### config.mk
export PLATFORM = sky130hd
export DESIGN_NAME = req_pulse_gen
export DESIGN_NICKNAME = d
export VERILOG_FILES = /design/src/rtl/req_pulse_gen.sv
export SDC_FILE = /design/constraint.sdc
export NUM_CORES = 1
export LEC_CHECK = 0
export CAP_MARGIN = 20
export CORE_ASPECT_RATIO = 0.6
export CORE_MARGIN = 2
export CORE_UTILIZATION = 48
export CTS_CLUSTER_DIAMETER = 30
export DETAILED_ROUTE_END_ITERATION = 12
export GPL_TIMING_DRIVEN = 0
export MAX_ROUTING_LAYER = met4
export PLACE_DENSITY = 0.84
export SKIP_LAST_GASP = 1
export SLEW_MARGIN = 20
export SYNTH_ARGS = -nofsm -noshare
export SYNTH_HDL_FRONTEND = slang
export SYNTH_SLANG_ARGS = --single-unit
### constraint.sdc
create_clock -name clk -period 2.31 [get_ports clk]
set_input_delay 0.5775 -clock clk [delete_from_list [all_inputs] [get_ports clk]]
set_output_delay 0.5775 -clock clk [all_outputs]
set_load 0.01 [all_outputs]
### src/rtl/req_pulse_gen.sv
// req_pulse_gen: upstream request generator for a req/ack handshake channel.
// On an accepted start it issues num_req single-cycle req pulses, waits for
// an ack after each one, inserts gap idle cycles between an ack and the next
// req, and aborts the command if no ack arrives within TIMEOUT cycles.
//
// Ports:
//   clk          in   system clock, rising edge
//   rst          in   asynchronous active-high reset
//   start        in   command pulse, sampled only while idle
//   num_req      in   requests per command, latched on accepted start
//   gap          in   idle cycles between ack and next req, latched on start
//   ack          in   acknowledge from responder
//   req          out  one-cycle request pulse
//   busy         out  command in progress
//   done         out  one-cycle end-of-command pulse (normal or aborted)
//   timeout_err  out  sticky: a wait for ack expired
//   spurious_ack out  sticky: ack seen outside the wait window while busy
//   req_cnt      out  requests issued in the current command
//   ack_cnt      out  acks accepted in the current command
module req_pulse_gen #(
  parameter int CNT_W   = 8,
  parameter int GAP_W   = 4,
  parameter int TIMEOUT = 8
) (
  input  logic             clk,
  input  logic             rst,
  input  logic             start,
  input  logic [CNT_W-1:0] num_req,
  input  logic [GAP_W-1:0] gap,
  input  logic             ack,
  output logic             req,
  output logic             busy,
  output logic             done,
  output logic             timeout_err,
  output logic             spurious_ack,
  output logic [CNT_W-1:0] req_cnt,
  output logic [CNT_W-1:0] ack_cnt
);

  localparam int TMR_W = $clog2(TIMEOUT + 1);

  // ST_ARM is the setup cycle after an accepted start, so the first req
  // appears one cycle after the start edge.
  typedef enum logic [2:0] {
    ST_IDLE,
    ST_ARM,
    ST_REQ,
    ST_WAIT,
    ST_GAP,
    ST_DONE
  } state_t;

  state_t           r_state;
  state_t           w_next;

  logic [CNT_W-1:0] r_num_req;
  logic [GAP_W-1:0] r_gap;
  logic [GAP_W-1:0] r_gap_tmr;
  logic [TMR_W-1:0] r_wait_tmr;

  logic             r_req;
  logic             r_busy;
  logic             r_done;
  logic             r_timeout_err;
  logic             r_spurious_ack;
  logic [CNT_W-1:0] r_req_cnt;
  logic [CNT_W-1:0] r_ack_cnt;

  logic             w_start_ok;
  logic             w_load;
  logic             w_ack_ok;
  logic             w_wait_exp;
  logic             w_spur;

  logic             w_req_nxt;
  logic             w_busy_nxt;
  logic             w_done_nxt;
  logic             w_to_nxt;
  logic             w_sp_nxt;
  logic [CNT_W-1:0] w_req_cnt_nxt;
  logic [CNT_W-1:0] w_ack_cnt_nxt;

  assign w_start_ok = (r_state == ST_IDLE) && start;
  assign w_load     = w_start_ok && (num_req != '0);
  assign w_ack_ok   = (r_state == ST_WAIT) && ack;
  assign w_wait_exp = (r_state == ST_WAIT) && !ack &&
                      (r_wait_tmr == TMR_W'(TIMEOUT));
  assign w_spur     = ack && ((r_state == ST_ARM) || (r_state == ST_REQ) ||
                              (r_state == ST_GAP) || (r_state == ST_DONE));

  // State register
  always_ff @(posedge clk or posedge rst) begin
    if (rst) begin
      r_state <= ST_IDLE;
    end else begin
      r_state <= w_next;
    end
  end

  // Next-state logic
  always_comb begin
    w_next = r_state;
    case (r_state)
      ST_IDLE: if (w_load) w_next = ST_ARM;
      ST_ARM:  w_next = ST_REQ;
      ST_REQ:  w_next = ST_WAIT;
      ST_WAIT: begin
        if (ack) begin
          if (r_req_cnt == r_num_req) w_next = ST_DONE;
          else if (r_gap == '0)       w_next = ST_REQ;
          else                        w_next = ST_GAP;
        end else if (w_wait_exp) begin
          w_next = ST_DONE;
        end
      end
      ST_GAP:  if (r_gap_tmr == r_gap) w_next = ST_REQ;
      ST_DONE: w_next = ST_IDLE;
      default: w_next = ST_IDLE;
    endcase
  end

  // Output logic: every output is registered from the upcoming state so
  // req/busy/done line up with the state they describe.
  always_comb begin
    w_req_nxt     = (w_next == ST_REQ);
    w_busy_nxt    = (w_next != ST_IDLE);
    w_done_nxt    = (w_next == ST_DONE) || (w_start_ok && (num_req == '0));
    w_req_cnt_nxt = r_req_cnt;
    w_ack_cnt_nxt = r_ack_cnt;
    if (w_load) begin
      w_req_cnt_nxt = '0;
      w_ack_cnt_nxt = '0;
    end else begin
      if (w_next == ST_REQ) w_req_cnt_nxt = r_req_cnt + 1'b1;
      if (w_ack_ok)         w_ack_cnt_nxt = r_ack_cnt + 1'b1;
    end
    w_to_nxt = w_start_ok ? 1'b0 : (r_timeout_err | w_wait_exp);
    w_sp_nxt = w_start_ok ? 1'b0 : (r_spurious_ack | w_spur);
  end

  always_ff @(posedge clk or posedge rst) begin
    if (rst) begin
      r_req          <= 1'b0;
      r_busy         <= 1'b0;
      r_done         <= 1'b0;
      r_timeout_err  <= 1'b0;
      r_spurious_ack <= 1'b0;
      r_req_cnt      <= '0;
      r_ack_cnt      <= '0;
    end else begin
      r_req          <= w_req_nxt;
      r_busy         <= w_busy_nxt;
      r_done         <= w_done_nxt;
      r_timeout_err  <= w_to_nxt;
      r_spurious_ack <= w_sp_nxt;
      r_req_cnt      <= w_req_cnt_nxt;
      r_ack_cnt      <= w_ack_cnt_nxt;
    end
  end

  // Command parameters and the wait/gap timers. Each timer starts at 1 on
  // entry to its state and counts up while the state is held.
  always_ff @(posedge clk or posedge rst) begin
    if (rst) begin
      r_num_req  <= '0;
      r_gap      <= '0;
      r_gap_tmr  <= '0;
      r_wait_tmr <= '0;
    end else begin
      if (w_load) begin
        r_num_req <= num_req;
        r_gap     <= gap;
      end
      if (w_next == ST_WAIT) begin
        r_wait_tmr <= (r_state == ST_WAIT) ? r_wait_tmr + 1'b1 : TMR_W'(1);
      end
      if (w_next == ST_GAP) begin
        r_gap_tmr <= (r_state == ST_GAP) ? r_gap_tmr + 1'b1 : GAP_W'(1);
      end
    end
  end

  assign req          = r_req;
  assign busy         = r_busy;
  assign done         = r_done;
  assign timeout_err  = r_timeout_err;
  assign spurious_ack = r_spurious_ack;
  assign req_cnt      = r_req_cnt;
  assign ack_cnt      = r_ack_cnt;

endmodule

==> flow_summary.yaml <==
clock_network:
  cts_buffers: 5
  holdBufCountCts: 0
  h-tree-depth: 2
  clock-sinks: 44
  cts.path.max_buffers: 2
  clock-root-buffer: "clkbuf_8"
  cts_tree: "yes"
  clock_latency_ns: 0.29
  path_clk_slew_ns: 0.08
logic_synthesis:
  avgSynthCellArea_um2: 9.90
  synth_largest_area_cell: "dfrtp_1"
  syn_area_mm2: 0.00227
  synth_edf_count: 0
  synth_warnings: 0
  synth_cell_types: 48
  seq_area_frac_synth: 0.486
  synth_async_sr_flop_share: 1.00
  synth_top_area_share: 0.486
  ys_top_cells_by_area: "dfrtp_1 (49%), nand2_1 (7.1%), xor2_1 (5.0%)"
  synth-seq-cells: 44
  syn-num-nets: 250
  netlist_instances: 229
  ys_dominant_reg_cell: "dfrtp_1"
pwr:
  clkPwrFrac: 0.160
  p_comb_frac: 0.465
  seqPwrFrac: 0.375
  total_power_mw: 3.60
  switching_share: 0.413
  p_int_mw: 2.12
  netSwitchingPower_mw: 1.49
  cellPowerDensity_mw_per_mm2: 1180
  power_leakage_nw: 1.38
  peakVddDrop_mv: 0.649
sta:
  drv_slew: 0
  tns_ns: 0
  relSlewSlack: 0.703
  finalSetupViolations: 0
  hold_violations: 0
  clock_skew_ns: 0.00532
  rsz0062_at_grt: "yes"
  timing.final.crit_share: 0.973
  fmax_mhz: 445
  min_period_ns: 2.25
  tightest_slew_ns: 0.446
floorplan:
  rows: 19
  coreArea_mm2: 0.00456
  die_h_um: 57.2
  fp.dieW_um: 92.7
  num_io_pins: 37
  start_util: 0.497
  die_area_mm2: 0.00531
route:
  final_antenna_net_count: 0
  viasPerCell: 5.43
  first_pass_iters: 4
  wl_per_cell_um: 15.9
  drt-total-wl_mm: 5.53
  drcViolationCount: 0
  first_iter_violations: 180
  vias: 1885
cells_and_area:
  drive_gt1_frac: 0.148
  fin_nets: 304
  n_antenna_cell: 0
  seq_area_mm2: 0.00110
  final_common_cell: "dfrtp_1"
  fillers: 378
  area_growth_pct: 34.2
  multi_input_area_mm2: 0.00121
  most-common-layout-cells: "dfrtp_1 (43), nand2_1 (42), clkdlybuf4s50_1 (26)"
setup_path:
  crit_arrival_ns: 2.43
  slowest_delay_ns: 0.44
  cp_max_fo: 3
  cp_slowest_cell: "dfrtp_1"
  critical_path.cell_chain: "nor4_4, and3_1, a21bo_2, a211oi_4, and4_1, mux2_1"
  cp-end-kind: "flop"
  worst_setup_path_start_kind: "flop"
  worst-path-buf-inv: 0
  crit_family: "simple AND/OR/NAND/NOR gates"
  crit_type: "reg -> reg"
  cp.required_ns: 2.49
  r2r_slack_ns: 0.06
place:
  dp_hpwl_mm: 3.72
  io_buffers: 36
  place_congestion: 0.830
global_route:
  grt_pass1_wl_mm: 8.88
  grt_usage: 0.225
  grt_max_degree: 36
  grt_pass1_vias: 1827
  antenna_found_initial: 0
  grt_overflow: 0
run_status:
  status: "completed"
job:
  maxCapViolCount: 0
min_path:
  hold_class: "reg -> reg"
[layer usage]
metal / wire [um] / global-route usage / vias up
li1: - / - / 911
met3: 364 / 0.0515 / 7
met2: 2570 / 0.327 / 58
met5: 0 / - / -
met4: 53 / 0.0567 / 0
met1: 2540 / 0.322 / 909
[Yosys cell counts (2+ instances only)]
| cell type | instances |
|---|---|
| o31ai_1 | 4 |
| nor2_1 | 17 |
| or3_1 | 4 |
| nand4_1 | 5 |
| o22a_1 | 2 |
| clkbuf_1 | 4 |
| and4_1 | 2 |
| and3_1 | 3 |
| mux2i_1 | 2 |
| a31oi_1 | 2 |
| dfrtp_1 | 44 |
| xnor2_1 | 7 |
| ha_1 | 5 |
| a22o_1 | 2 |
| nor4_1 | 3 |
| o211ai_1 | 4 |
| mux2_1 | 2 |
| nand2_1 | 43 |
| nor4_4 | 2 |
| xor2_1 | 13 |
| nand3_1 | 8 |
| inv_1 | 11 |
| o21ai_0 | 7 |
| and3b_1 | 2 |
| o21ai_1 | 2 |
| a21oi_1 | 7 |
[kinds of logic (layout without fill, tap and decap cells)]
| logic type | Yosys count | in the layout | share of synthesized area |
|---|---|---|---|
| flops | 44 | 44 | 0.486 |
| buf+inv | 17 | 72 | 0.0320 |
| simple gates | 97 | 97 | 0.225 |
| compound gates | 42 | 42 | 0.134 |
| mux | 4 | 4 | 0.0188 |
| fa+ha+maj | 5 | 5 | 0.0276 |
| xor+xnor | 20 | 20 | 0.0773 |
[power by group through the flow]
stage | combinational [mW] | sequential, mW | clock (mW)
after detailed placement | 1.32 | 1.32 | 0
after CTS | 1.47 | 1.32 | 0.584
after floorplan | 0.869 | 1.30 | 0
after global placement | 1.27 | 1.32 | 0
after global routing | 1.84 | 1.39 | 0.621
final | 1.68 | 1.35 | 0.575
[through the flow]
stage / cell area, um2 / std cells / util / hold slack, ns / worst slack (ns)
after floorplan: 2270 / 229 / - / 0.466 / 0.0956
after global placement: 2710 / 328 / 0.593 / 0.483 / -0.688
after detailed placement: 2730 / 329 / 0.597 / 0.493 / -0.713
after CTS: 2930 / 343 / 0.643 / 0.513 / -0.0250
after global routing: 3040 / 347 / 0.667 / 0.526 / -0.0209
final: 3040 / 347 / 0.667 / 0.511 / 0.0626
[worst paths after layout]
check,start,end,cells past startpoint
max in group asynchronous,rst,r_state[1],3
min,r_num_req[2],r_num_req[2],2
max reg2reg,r_gap[1],r_wait_tmr[3],6
max,r_gap[1],r_wait_tmr[3],6
min in group asynchronous,rst,r_gap_tmr[0],2
min reg2reg,r_num_req[2],r_num_req[2],2
[worst register-to-register path, delay by kind of cell, from the launching register on]
family	cells	cell delay, ns
AO/OA/AOI/OAI	2	0.53
flip-flops	1	0.44
multiplexers	1	0.32
AND/OR/NAND/NOR	3	0.85
[sequential cells by signal (all words and copies together) (netlist names)]
name and count:
ack_cnt 8, r_wait_tmr 4, spurious_ack 1, r_gap 4, timeout_err 1, done 1, req_cnt 8, r_gap_tmr 4
req 1, r_state 3, busy 1, r_num_req 8
[area by class of cell]
cell class                 instances  share of cell area
inverter                          11              0.0136
clock buffer                       6              0.0238
multi-input combinational        168               0.399
sequential                        44               0.362
buffer                             6              0.0123
clock inverter                     2              0.0115
tap                               63              0.0259
timing repair buffer              47               0.152
[repair_timing]
| action | 4_1_cts | 5_1_grt |
|---|---|---|
| pin swaps | 3 | 9 |
| setup endpoints to repair | 16 | 11 |
| buffers inserted | 6 | 4 |
| gates resized for setup | 15 | 17 |
No activity file was read; power rests on OpenSTA's default activity.
